## src/rtl/vga_driver_pkg.sv

```systemverilog
// Shared 640x480@60 timing constants, RGB444 colour type and output pixel record
// for the VGA driver.
package vga_driver_pkg;

    localparam int unsigned CNT_W = 10;

    localparam int unsigned H_ACTIVE = 640;
    localparam int unsigned H_FP     = 16;
    localparam int unsigned H_SYNC   = 96;
    localparam int unsigned H_BP     = 48;

    localparam int unsigned V_ACTIVE = 480;
    localparam int unsigned V_FP     = 10;
    localparam int unsigned V_SYNC   = 2;
    localparam int unsigned V_BP     = 33;

    typedef logic [11:0] rgb444_t;

    localparam rgb444_t OOB_TINT = 12'h333;

    typedef struct packed {
        rgb444_t rgb;
        logic    hs_n;
        logic    vs_n;
        logic    de;
        logic    frame_start;
    } pixel_t;

    // Blanked, syncs idle high: what the outputs show while reset is held.
    localparam pixel_t PIXEL_IDLE = '{
        rgb:         12'h000,
        hs_n:        1'b1,
        vs_n:        1'b1,
        de:          1'b0,
        frame_start: 1'b0
    };

    function automatic logic in_window(input logic [CNT_W-1:0] value,
                                       input logic [CNT_W-1:0] first,
                                       input logic [CNT_W-1:0] last);
        return (value >= first) && (value <= last);
    endfunction

endpackage

```

## src/rtl/vga_driver_if.sv

```systemverilog
// Character-buffer read port: pixel address out, lit/out-of-bounds flags back
// combinationally in the same cycle.
interface vga_driver_if;

    logic [6:0] read_hchar;
    logic [2:0] read_hoffset;
    logic [5:0] read_vchar;
    logic [2:0] read_voffset;
    logic       read_lit;
    logic       read_oob;

    modport master (
        output read_hchar,
        output read_hoffset,
        output read_vchar,
        output read_voffset,
        input  read_lit,
        input  read_oob
    );

    modport slave (
        input  read_hchar,
        input  read_hoffset,
        input  read_vchar,
        input  read_voffset,
        output read_lit,
        output read_oob
    );

endinterface

```

## src/rtl/vga_driver_counter.sv

```systemverilog
// Wrapping up-counter 0..p_max with enable; wrap_o flags the enabled cycle
// in which the count returns to zero.
module vga_driver_counter #(
    parameter int unsigned p_width = 10,
    parameter int unsigned p_max   = 799
) (
    input  logic               clk,
    input  logic               rst,
    input  logic               en_i,
    output logic [p_width-1:0] count_o,
    output logic               wrap_o
);

    localparam logic [p_width-1:0] MAX = p_width'(p_max);

    logic [p_width-1:0] count_q;
    logic [p_width-1:0] count_d;

    assign wrap_o  = en_i && (count_q == MAX);
    assign count_o = count_q;

    always_comb begin
        // NOTE: the hold value is assigned first so every path writes count_d and no latch is inferred.
        count_d = count_q;
        if (wrap_o) begin
            count_d = '0;
        end else if (en_i) begin
            count_d = count_q + p_width'(1);
        end
    end

    // NOTE: state is updated with non-blocking assignments so all flops sample the same pre-edge values.
    always_ff @(posedge clk or posedge rst) begin
        if (rst) begin
            count_q <= '0;
        end else begin
            count_q <= count_d;
        end
    end

endmodule

```

## src/rtl/vga_driver.sv

```systemverilog
// VGA timing generator and pixel output stage; one registered cycle from counter to pins.
// Build option: define VGA_DRIVER_OOB_TINT_EN to tint out-of-bounds active pixels.
module vga_driver
    import vga_driver_pkg::*;
#(
    parameter int unsigned p_h_active = H_ACTIVE,
    parameter int unsigned p_h_fp     = H_FP,
    parameter int unsigned p_h_sync   = H_SYNC,
    parameter int unsigned p_h_bp     = H_BP,
    parameter int unsigned p_v_active = V_ACTIVE,
    parameter int unsigned p_v_fp     = V_FP,
    parameter int unsigned p_v_sync   = V_SYNC,
    parameter int unsigned p_v_bp     = V_BP,
    parameter rgb444_t     p_fg_color = 12'hFFF,
    parameter rgb444_t     p_bg_color = 12'h000
) (
    input  logic         clk,
    input  logic         rst,
    vga_driver_if.master rd_if,
    output logic [3:0]   vga_r_o,
    output logic [3:0]   vga_g_o,
    output logic [3:0]   vga_b_o,
    output logic         vga_hs_o,
    output logic         vga_vs_o,
    output logic         de_o,
    output logic         frame_start_o
);

    localparam int unsigned H_TOTAL = p_h_active + p_h_fp + p_h_sync + p_h_bp;
    localparam int unsigned V_TOTAL = p_v_active + p_v_fp + p_v_sync + p_v_bp;

    localparam logic [CNT_W-1:0] H_ACT    = CNT_W'(p_h_active);
    localparam logic [CNT_W-1:0] HS_FIRST = CNT_W'(p_h_active + p_h_fp);
    localparam logic [CNT_W-1:0] HS_LAST  = CNT_W'(p_h_active + p_h_fp + p_h_sync - 1);
    localparam logic [CNT_W-1:0] V_ACT    = CNT_W'(p_v_active);
    localparam logic [CNT_W-1:0] VS_FIRST = CNT_W'(p_v_active + p_v_fp);
    localparam logic [CNT_W-1:0] VS_LAST  = CNT_W'(p_v_active + p_v_fp + p_v_sync - 1);

    logic [CNT_W-1:0] hcount;
    logic [CNT_W-1:0] vcount;
    logic             h_wrap;
    logic             v_wrap;
    logic             active;
    logic             at_origin_q;
    logic             at_origin_d;
    pixel_t           pixel_q;
    pixel_t           pixel_d;

    vga_driver_counter #(
        .p_width (CNT_W),
        .p_max   (H_TOTAL - 1)
    ) u_hcount (
        .clk     (clk),
        .rst     (rst),
        .en_i    (1'b1),
        .count_o (hcount),
        .wrap_o  (h_wrap)
    );

    vga_driver_counter #(
        .p_width (CNT_W),
        .p_max   (V_TOTAL - 1)
    ) u_vcount (
        .clk     (clk),
        .rst     (rst),
        .en_i    (h_wrap),
        .count_o (vcount),
        .wrap_o  (v_wrap)
    );

    assign rd_if.read_hchar   = hcount[9:3];
    assign rd_if.read_hoffset = hcount[2:0];
    assign rd_if.read_vchar   = vcount[8:3];
    assign rd_if.read_voffset = vcount[2:0];

    assign active = (hcount < H_ACT) && (vcount < V_ACT);

    // The counters sit at (0,0) out of reset and again right after the vertical wrap.
    assign at_origin_d = v_wrap;

`ifdef VGA_DRIVER_OOB_TINT_EN
    function automatic rgb444_t active_color(input logic lit, input logic oob);
        if (oob) begin
            return OOB_TINT;
        end
        return lit ? p_fg_color : p_bg_color;
    endfunction
`else
    function automatic rgb444_t active_color(input logic lit, input logic oob);
        logic oob_unused;
        oob_unused = oob;
        return lit ? p_fg_color : p_bg_color;
    endfunction
`endif

    always_comb begin
        pixel_d             = PIXEL_IDLE;
        pixel_d.hs_n        = !in_window(hcount, HS_FIRST, HS_LAST);
        pixel_d.vs_n        = !in_window(vcount, VS_FIRST, VS_LAST);
        pixel_d.de          = active;
        pixel_d.frame_start = at_origin_q;
        if (active) begin
            pixel_d.rgb = active_color(rd_if.read_lit, rd_if.read_oob);
        end
    end

    always_ff @(posedge clk or posedge rst) begin
        if (rst) begin
            pixel_q     <= PIXEL_IDLE;
            at_origin_q <= 1'b1;
        end else begin
            pixel_q     <= pixel_d;
            at_origin_q <= at_origin_d;
        end
    end

    assign vga_r_o       = pixel_q.rgb[11:8];
    assign vga_g_o       = pixel_q.rgb[7:4];
    assign vga_b_o       = pixel_q.rgb[3:0];
    assign vga_hs_o      = pixel_q.hs_n;
    assign vga_vs_o      = pixel_q.vs_n;
    assign de_o          = pixel_q.de;
    assign frame_start_o = pixel_q.frame_start;

endmodule

```

## src/flat_wrapper.sv

```systemverilog
// flat-port wrapper written by rule: the top's interface ports become plain ports
module vga_driver_flat import vga_driver_pkg::*;
#(
    parameter int unsigned p_h_active = H_ACTIVE,
    parameter int unsigned p_h_fp     = H_FP,
    parameter int unsigned p_h_sync   = H_SYNC,
    parameter int unsigned p_h_bp     = H_BP,
    parameter int unsigned p_v_active = V_ACTIVE,
    parameter int unsigned p_v_fp     = V_FP,
    parameter int unsigned p_v_sync   = V_SYNC,
    parameter int unsigned p_v_bp     = V_BP,
    parameter rgb444_t     p_fg_color = 12'hFFF,
    parameter rgb444_t     p_bg_color = 12'h000
)
  (clk, rst, vga_r_o, vga_g_o, vga_b_o, vga_hs_o, vga_vs_o, de_o, frame_start_o, rd_if_read_hchar, rd_if_read_hoffset, rd_if_read_vchar, rd_if_read_voffset, rd_if_read_lit, rd_if_read_oob);
  vga_driver_if rd_if_i ();
  input  logic clk;
  input  logic rst;
  output logic [3:0] vga_r_o;
  output logic [3:0] vga_g_o;
  output logic [3:0] vga_b_o;
  output logic vga_hs_o;
  output logic vga_vs_o;
  output logic de_o;
  output logic frame_start_o;
  output wire logic [$bits(rd_if_i.read_hchar)-1:0] rd_if_read_hchar;
  output wire logic [$bits(rd_if_i.read_hoffset)-1:0] rd_if_read_hoffset;
  output wire logic [$bits(rd_if_i.read_vchar)-1:0] rd_if_read_vchar;
  output wire logic [$bits(rd_if_i.read_voffset)-1:0] rd_if_read_voffset;
  input wire logic [$bits(rd_if_i.read_lit)-1:0] rd_if_read_lit;
  input wire logic [$bits(rd_if_i.read_oob)-1:0] rd_if_read_oob;
  assign rd_if_read_hchar = rd_if_i.read_hchar;
  assign rd_if_read_hoffset = rd_if_i.read_hoffset;
  assign rd_if_read_vchar = rd_if_i.read_vchar;
  assign rd_if_read_voffset = rd_if_i.read_voffset;
  assign rd_if_i.read_lit = rd_if_read_lit;
  assign rd_if_i.read_oob = rd_if_read_oob;
  vga_driver #(.p_h_active(p_h_active), .p_h_fp(p_h_fp), .p_h_sync(p_h_sync), .p_h_bp(p_h_bp), .p_v_active(p_v_active), .p_v_fp(p_v_fp), .p_v_sync(p_v_sync), .p_v_bp(p_v_bp), .p_fg_color(p_fg_color), .p_bg_color(p_bg_color)) u_core (.clk(clk), .rst(rst), .rd_if(rd_if_i), .vga_r_o(vga_r_o), .vga_g_o(vga_g_o), .vga_b_o(vga_b_o), .vga_hs_o(vga_hs_o), .vga_vs_o(vga_vs_o), .de_o(de_o), .frame_start_o(frame_start_o));
endmodule
```

## config.mk

```make
export PLATFORM = sky130hd
export DESIGN_NAME = vga_driver_flat
export DESIGN_NICKNAME = d
export VERILOG_FILES = /design/src/rtl/vga_driver_pkg.sv /design/src/rtl/vga_driver_if.sv /design/src/rtl/vga_driver_counter.sv /design/src/rtl/vga_driver.sv /design/src/flat_wrapper.sv
export SDC_FILE = /design/constraint.sdc
export NUM_CORES = 1
export LEC_CHECK = 0
export CORE_UTILIZATION = 40
export DETAILED_ROUTE_END_ITERATION = 10
export GPL_TIMING_DRIVEN = 0
export PLACE_DENSITY_LB_ADDON = 0.08
export SETUP_SLACK_MARGIN = 0.2
export SLEW_MARGIN = 20
export SYNTH_ARGS = -nofsm -noshare
export SYNTH_HDL_FRONTEND = slang
export SYNTH_HIERARCHICAL = 1
export SYNTH_SLANG_ARGS = --single-unit
```

## constraint.sdc

```tcl
create_clock -name clk -period 5.46 [get_ports clk]
set_input_delay 0.819 -clock clk [delete_from_list [all_inputs] [get_ports clk]]
set_output_delay 0.819 -clock clk [all_outputs]
set_load 0.02 [all_outputs]
```

[Word-level counts from Yosys, hierarchy flattened]
Cells that the tools add are included.
Operators by class
  eq/ne operators: 2
  $add $sub $neg: 2
  order comparisons: 6
  multiplexer cells: 5
  reductions and logical operators: 7
Operators with widths (number)
  $mux 10: 3
  $mux 12: 2
  $add 10x1->10 const B: 2
  $eq 10x10->1 const B: 2
  $ge 10x10->1 const B: 1
  $ge 10x9->1 const B: 1
  $le 10x10->1 const B: 1
  $le 10x9->1 const B: 1
  $lt 10x10->1 const B: 1
  $lt 10x9->1 const B: 1
  $logic_and 1x1->1: 4
  $logic_not 1->1: 2
  $reduce_bool 2->1: 1
Storage, ports and cells
  output and inout bits: 35
  register bits: 37
  logic and storage cells: 30

[Longest topological paths before layout]
  depth after elaboration: 3
  gate-level depth with buffers: 8

[Hierarchy]
Netlist, hierarchy kept.
By module, submodules not included
  vga_driver_counter at u_core.u_hcount: instances 1, cells each 49, area an instance 534.3 um2, seq. area each 250.2 um2
  vga_driver_counter at u_core.u_vcount: instances 1, cells each 51, area an instance 514.2 um2, seq. area each 250.2 um2
  vga_driver: instances 1, cells each 30, area an instance 316.6 um2, seq. area each 153.9 um2

[Worst setup path before layout]
OpenSTA, ideal clock, no wires.
  kind: register to register
  start: register u_core.u_hcount.count_q[0], in the netlist u_core/u_hcount/count_o[0]
  end: register u_core.u_vcount.count_q[0], in the netlist u_core/u_vcount/count_o[0]
  setup slack: 3.282 ns
  data required time: 5.333 ns
  path buffers: 2
  arrival: 2.050 ns
  cell stages (with the launch flop): 9
  clock period less this slack: 2.178 ns
  cell sequence: dfrtp_1 -> ha_1 -> inv_1 -> nor4_4 -> buf_2 -> nand4_1 -> nor4bb_1 -> buf_2 -> o21ai_0
Between the ends
  cells in the longest elaborated chain, start to end: 3
  elaborated cells between the ends (all ways): 4
  those cells by class: eq/ne: 1; mux: 1; reduce/logical: 2
Ends and longest elaborated chain
  from (decl): RTL line vga_driver_counter.sv:16  | logic [p_width-1:0] count_q;
  from (signal assigned): RTL line vga_driver_counter.sv:37  | count_q <= count_d;
  $eq 10x10->1 *: RTL line vga_driver_counter.sv:19  | assign wrap_o = en_i && (count_q == MAX);
  via u_core.h_wrap: RTL line vga_driver.sv:41  | logic h_wrap;
  $logic_and 1x1->1 *: RTL line vga_driver_counter.sv:19
  via u_core.at_origin_d: RTL line vga_driver.sv:45  | logic at_origin_d;
  $mux 10 / $reduce_bool 2->1 (equally long branches)
  to (signal assigned): RTL line vga_driver_counter.sv:37
  to (decl): RTL line vga_driver_counter.sv:16
Mark *: on every way through the listed nets, which the timed path passes. The rest lies on a longest branch.
A chain may end at the register's enable or synchronous reset.

==> flow_summary.json <==
{
  "dpl-instance-area_mm2": 0.00179,
  "fin_ws_ns": 2.99,
  "via_count_of_the_first_global_routing_pass": 959,
  "most-common-layout-cells": "37 x clkdlybuf4s50_1, 23 x dfrtp_1, 12 x buf_4",
  "cts_hold_buffers": 0,
  "wire_per_inst_um": 12.5,
  "critPathMaxStageDelay_ns": 0.60,
  "place.detailed.instances": 211,
  "end_kind": "output port",
  "timing_worst_setup_path_type": "reg2out",
  "clockBufferDepth": 2,
  "cts_root_buf": "clkbuf_4",
  "ys_top_cells_by_area": "dfrtp_1 42%, buf_4 6.6%, dfstp_2 5.8%",
  "critical_path_required_time_ns": 4.64,
  "start_util_pct": 43.3,
  "drt.antenna.violating_nets": 0,
  "global_route_total_overflow": 0,
  "peak_supply_drop_v": 0.000198,
  "final_common_cell": "clkdlybuf4s50_1",
  "hold_path_class": "reg2reg",
  "dieWidth_um": 60.4,
  "p_total_w": 0.000513,
  "global_route.usage.total_pct": 16.5,
  "min_period_over_period_pct": 45.2,
  "part_of_the_power_in_combinational_logic_pct": 24.8,
  "syn_to_layout_area_delta_pct": 35.0,
  "drc": 0,
  "h_tree_levels": 1,
  "r2r-start": "u_core/u_hcount/count_o[0]$_DFFE_PP0P_",
  "place.port_buffers": 37,
  "count_of_mapped_cells_out_of_synthesis": 130,
  "drt-total-wl_um": 2690,
  "stdcell_count": 215,
  "maximum_number_of_pins_on_one_net_before_global_route_repair": 16,
  "finalHoldViolations": 0,
  "via_count": 1077,
  "clk-insertion-delay-late_ns": 0.33,
  "cellInternalPower_w": 0.000350,
  "slew_violations": 0,
  "fraction_of_the_yosys_area_taken_by_sequential_cells_pct": 47.9,
  "max-cap-violations": 0,
  "grt_pass1_wl_um": 4440,
  "preCtsSetupSlack_ns": 3.10,
  "crit_chain": "buf_4 > clkdlybuf4s50_1",
  "cellLeakagePower_nw": 0.793,
  "dpl.hpwl_um": 1920,
  "synth_top_cell_area_share_pct": 42.2,
  "detailroute.wirelength.met3_um": 160,
  "powerDensity_mw_per_mm2": 278,
  "aggregate_negative_setup_slack_ns": 0,
  "timing.critical_path.slowest_stage_cell": "clkdlybuf4s50_1",
  "max_freq_mhz": 405,
  "cts-buffers-inserted": 3,
  "sequential_group_share_of_total_power_pct": 48.8,
  "postCtsSetupBuffers": 0,
  "floorplan.core_area_mm2": 0.00315,
  "insertedDiodeCount": 0,
  "dieArea_mm2": 0.00365,
  "met2RoutedLength_um": 1210,
  "finalClockSkew_ns": 0.00599,
  "run_status": "finished clean",
  "setup_viol": 0,
  "setup.worst_path.start": "u_core/vga_r_o[2]$_DFF_PP0_",
  "crit_path_end": "vga_b_o[2]",
  "power.switching_fraction_pct": 31.8,
  "r2r.worst_path.cells": 8,
  "grt_setup_unrepaired": "no",
  "maxUsedRoutingLayer": "met4",
  "met1_length_um": 1280,
  "syn_area_mm2": 0.00137,
  "gpl.final_weighted_congestion": 0.761,
  "firstDrtPassIters": 4,
  "synthesis.nets": 137,
  "dominantRegCellSynth": "dfrtp_1",
  "crit_path_start_kind": "flop",
  "synthesis.area_per_instance_um2": 10.5,
  "viasPerCell": 5.01,
  "fin_area_mm2": 0.00184,
  "post_cts.resized_instances": 0,
  "cp_data_arrival_time_ns": 1.65,
  "synth.ff_latch_count": 26,
  "reg2reg_setup_slack_ns": 3.06,
  "cts_tree": "done",
  "dr.first_iter.drc_count": 41,
  "finalWorstPathRequiredPeriod_ns": 2.47,
  "rr_endpoint": "u_core/u_vcount/count_o[1]$_DFFE_PP0P_",
  "synthesis.yosys.warnings": 6,
  "synth_cell_types": 36,
  "clock_power_share_pct": 26.4,
  "synth.largest_area_cell": "dfrtp_1",
  "chipHeight_um": 60.4,
  "grt_antenna_before_repair": 0,
  "io_pins": 39,
  "timing.critical_path.fanout_max": 12,
  "synth-edff-count": 0,
  "power.switching_w": 0.000163,
  "cts_num_sinks": 26,
  "clk_pin_slew_worst_paths_ns": 0.15,
  "async_reset_ff_share_pct": 100,
  "final_net_count": 179,
  "floorplan.rows": 20,
  "layout-drive-gt1-share_pct": 17.0
}
==> worst min-delay path by stage <==
stage | from | to | slack, ns | cells past startpoint
6_report | u_core/at_origin_q$_DFF_PP1_ | u_core/frame_start_o$_DFF_PP0_ | 0.40 | 0
2_1_floorplan | u_core/at_origin_q$_DFF_PP1_ | u_core/frame_start_o$_DFF_PP0_ | 0.38 | 0
4_1_cts | u_core/at_origin_q$_DFF_PP1_ | u_core/frame_start_o$_DFF_PP0_ | 0.40 | 0
3_5_place_dp | u_core/at_origin_q$_DFF_PP1_ | u_core/frame_start_o$_DFF_PP0_ | 0.38 | 0
5_1_grt | u_core/at_origin_q$_DFF_PP1_ | u_core/frame_start_o$_DFF_PP0_ | 0.41 | 0
3_3_place_gp | u_core/at_origin_q$_DFF_PP1_ | u_core/frame_start_o$_DFF_PP0_ | 0.38 | 0
==> routing by layer <==
metal / up-vias / track usage, %
met5: - / 0
met3: 4 / 2.13
met4: 0 / 7.79
met2: 44 / 25.4
met1: 500 / 23.3
li1: 529 / -
==> cells by family after synthesis <==
group                    Yosys count  synth area share [%]
flip-flops                        26                  47.9
AND/OR/NAND/NOR                   52                  24.7
other                              1                 0.275
adder cells (fa/ha/maj)            3                  2.75
AO/OA/AOI/OAI                     14                  7.06
XOR/XNOR                          12                  7.70
buffers and inverters             22                  9.53
==> Yosys cell counts (2+ instances only) <==
| cell | number |
|---|---|
| xor2_1 | 8 |
| or4_1 | 2 |
| nand2b_1 | 3 |
| nor3_1 | 5 |
| ha_1 | 3 |
| dfstp_2 | 3 |
| buf_4 | 12 |
| inv_1 | 8 |
| nand3_1 | 4 |
| o22ai_1 | 2 |
| nand2_1 | 9 |
| a21oi_2 | 2 |
| o31ai_1 | 2 |
| dfrtp_1 | 23 |
| o21ai_0 | 4 |
| nand4_1 | 8 |
| or4_4 | 2 |
| nor2_1 | 7 |
| and3_1 | 2 |
| xnor2_1 | 4 |
| buf_2 | 2 |
==> worst max-delay path, delay by kind of cell (launching register included) <==
kind                   cells  cell delay, ns
DFF                        1            0.56
buffers and inverters      2            0.77
==> through the flow <==
step	hold slack, ns	utilization (%)
after global routing	0.406	58.5
after global placement	0.381	56.8
after floorplan	0.379	-
after detailed placement	0.384	56.8
after CTS	0.404	58.5
final	0.402	58.5
==> power by group through the flow <==
stage	Clock, W	Combinational, W	Sequential [W]
2_1_floorplan	0	0.0000511	0.000270
3_3_place_gp	0	0.000126	0.000252
3_5_place_dp	0	0.000127	0.000254
4_1_cts	0.000138	0.000128	0.000251
5_1_grt	0.000146	0.000138	0.000255
6_report	0.000135	0.000127	0.000250
==> registers in the layout, indices dropped and copies added, names as in the netlist <==
signal	count
u_core/at_origin_q	1
u_core/de_o	1
u_core/frame_start_o	1
u_core/u_hcount/count_o	10
u_core/u_vcount/count_o	10
u_core/vga_hs_o	1
u_core/vga_r_o	1
u_core/vga_vs_o	1
==> area by class of cell <==
type                       instances  area, um2
multi-input combinational         82        581
inverter                           8       30.0
clock buffer                       3       22.5
clock inverter                     1       30.0
buffer                            14        100
timing repair buffer              37        370
tap                               44       55.1
sequential                        26        654
fill                             299       1310
Note: power is estimated with default switching activity, not from simulation.
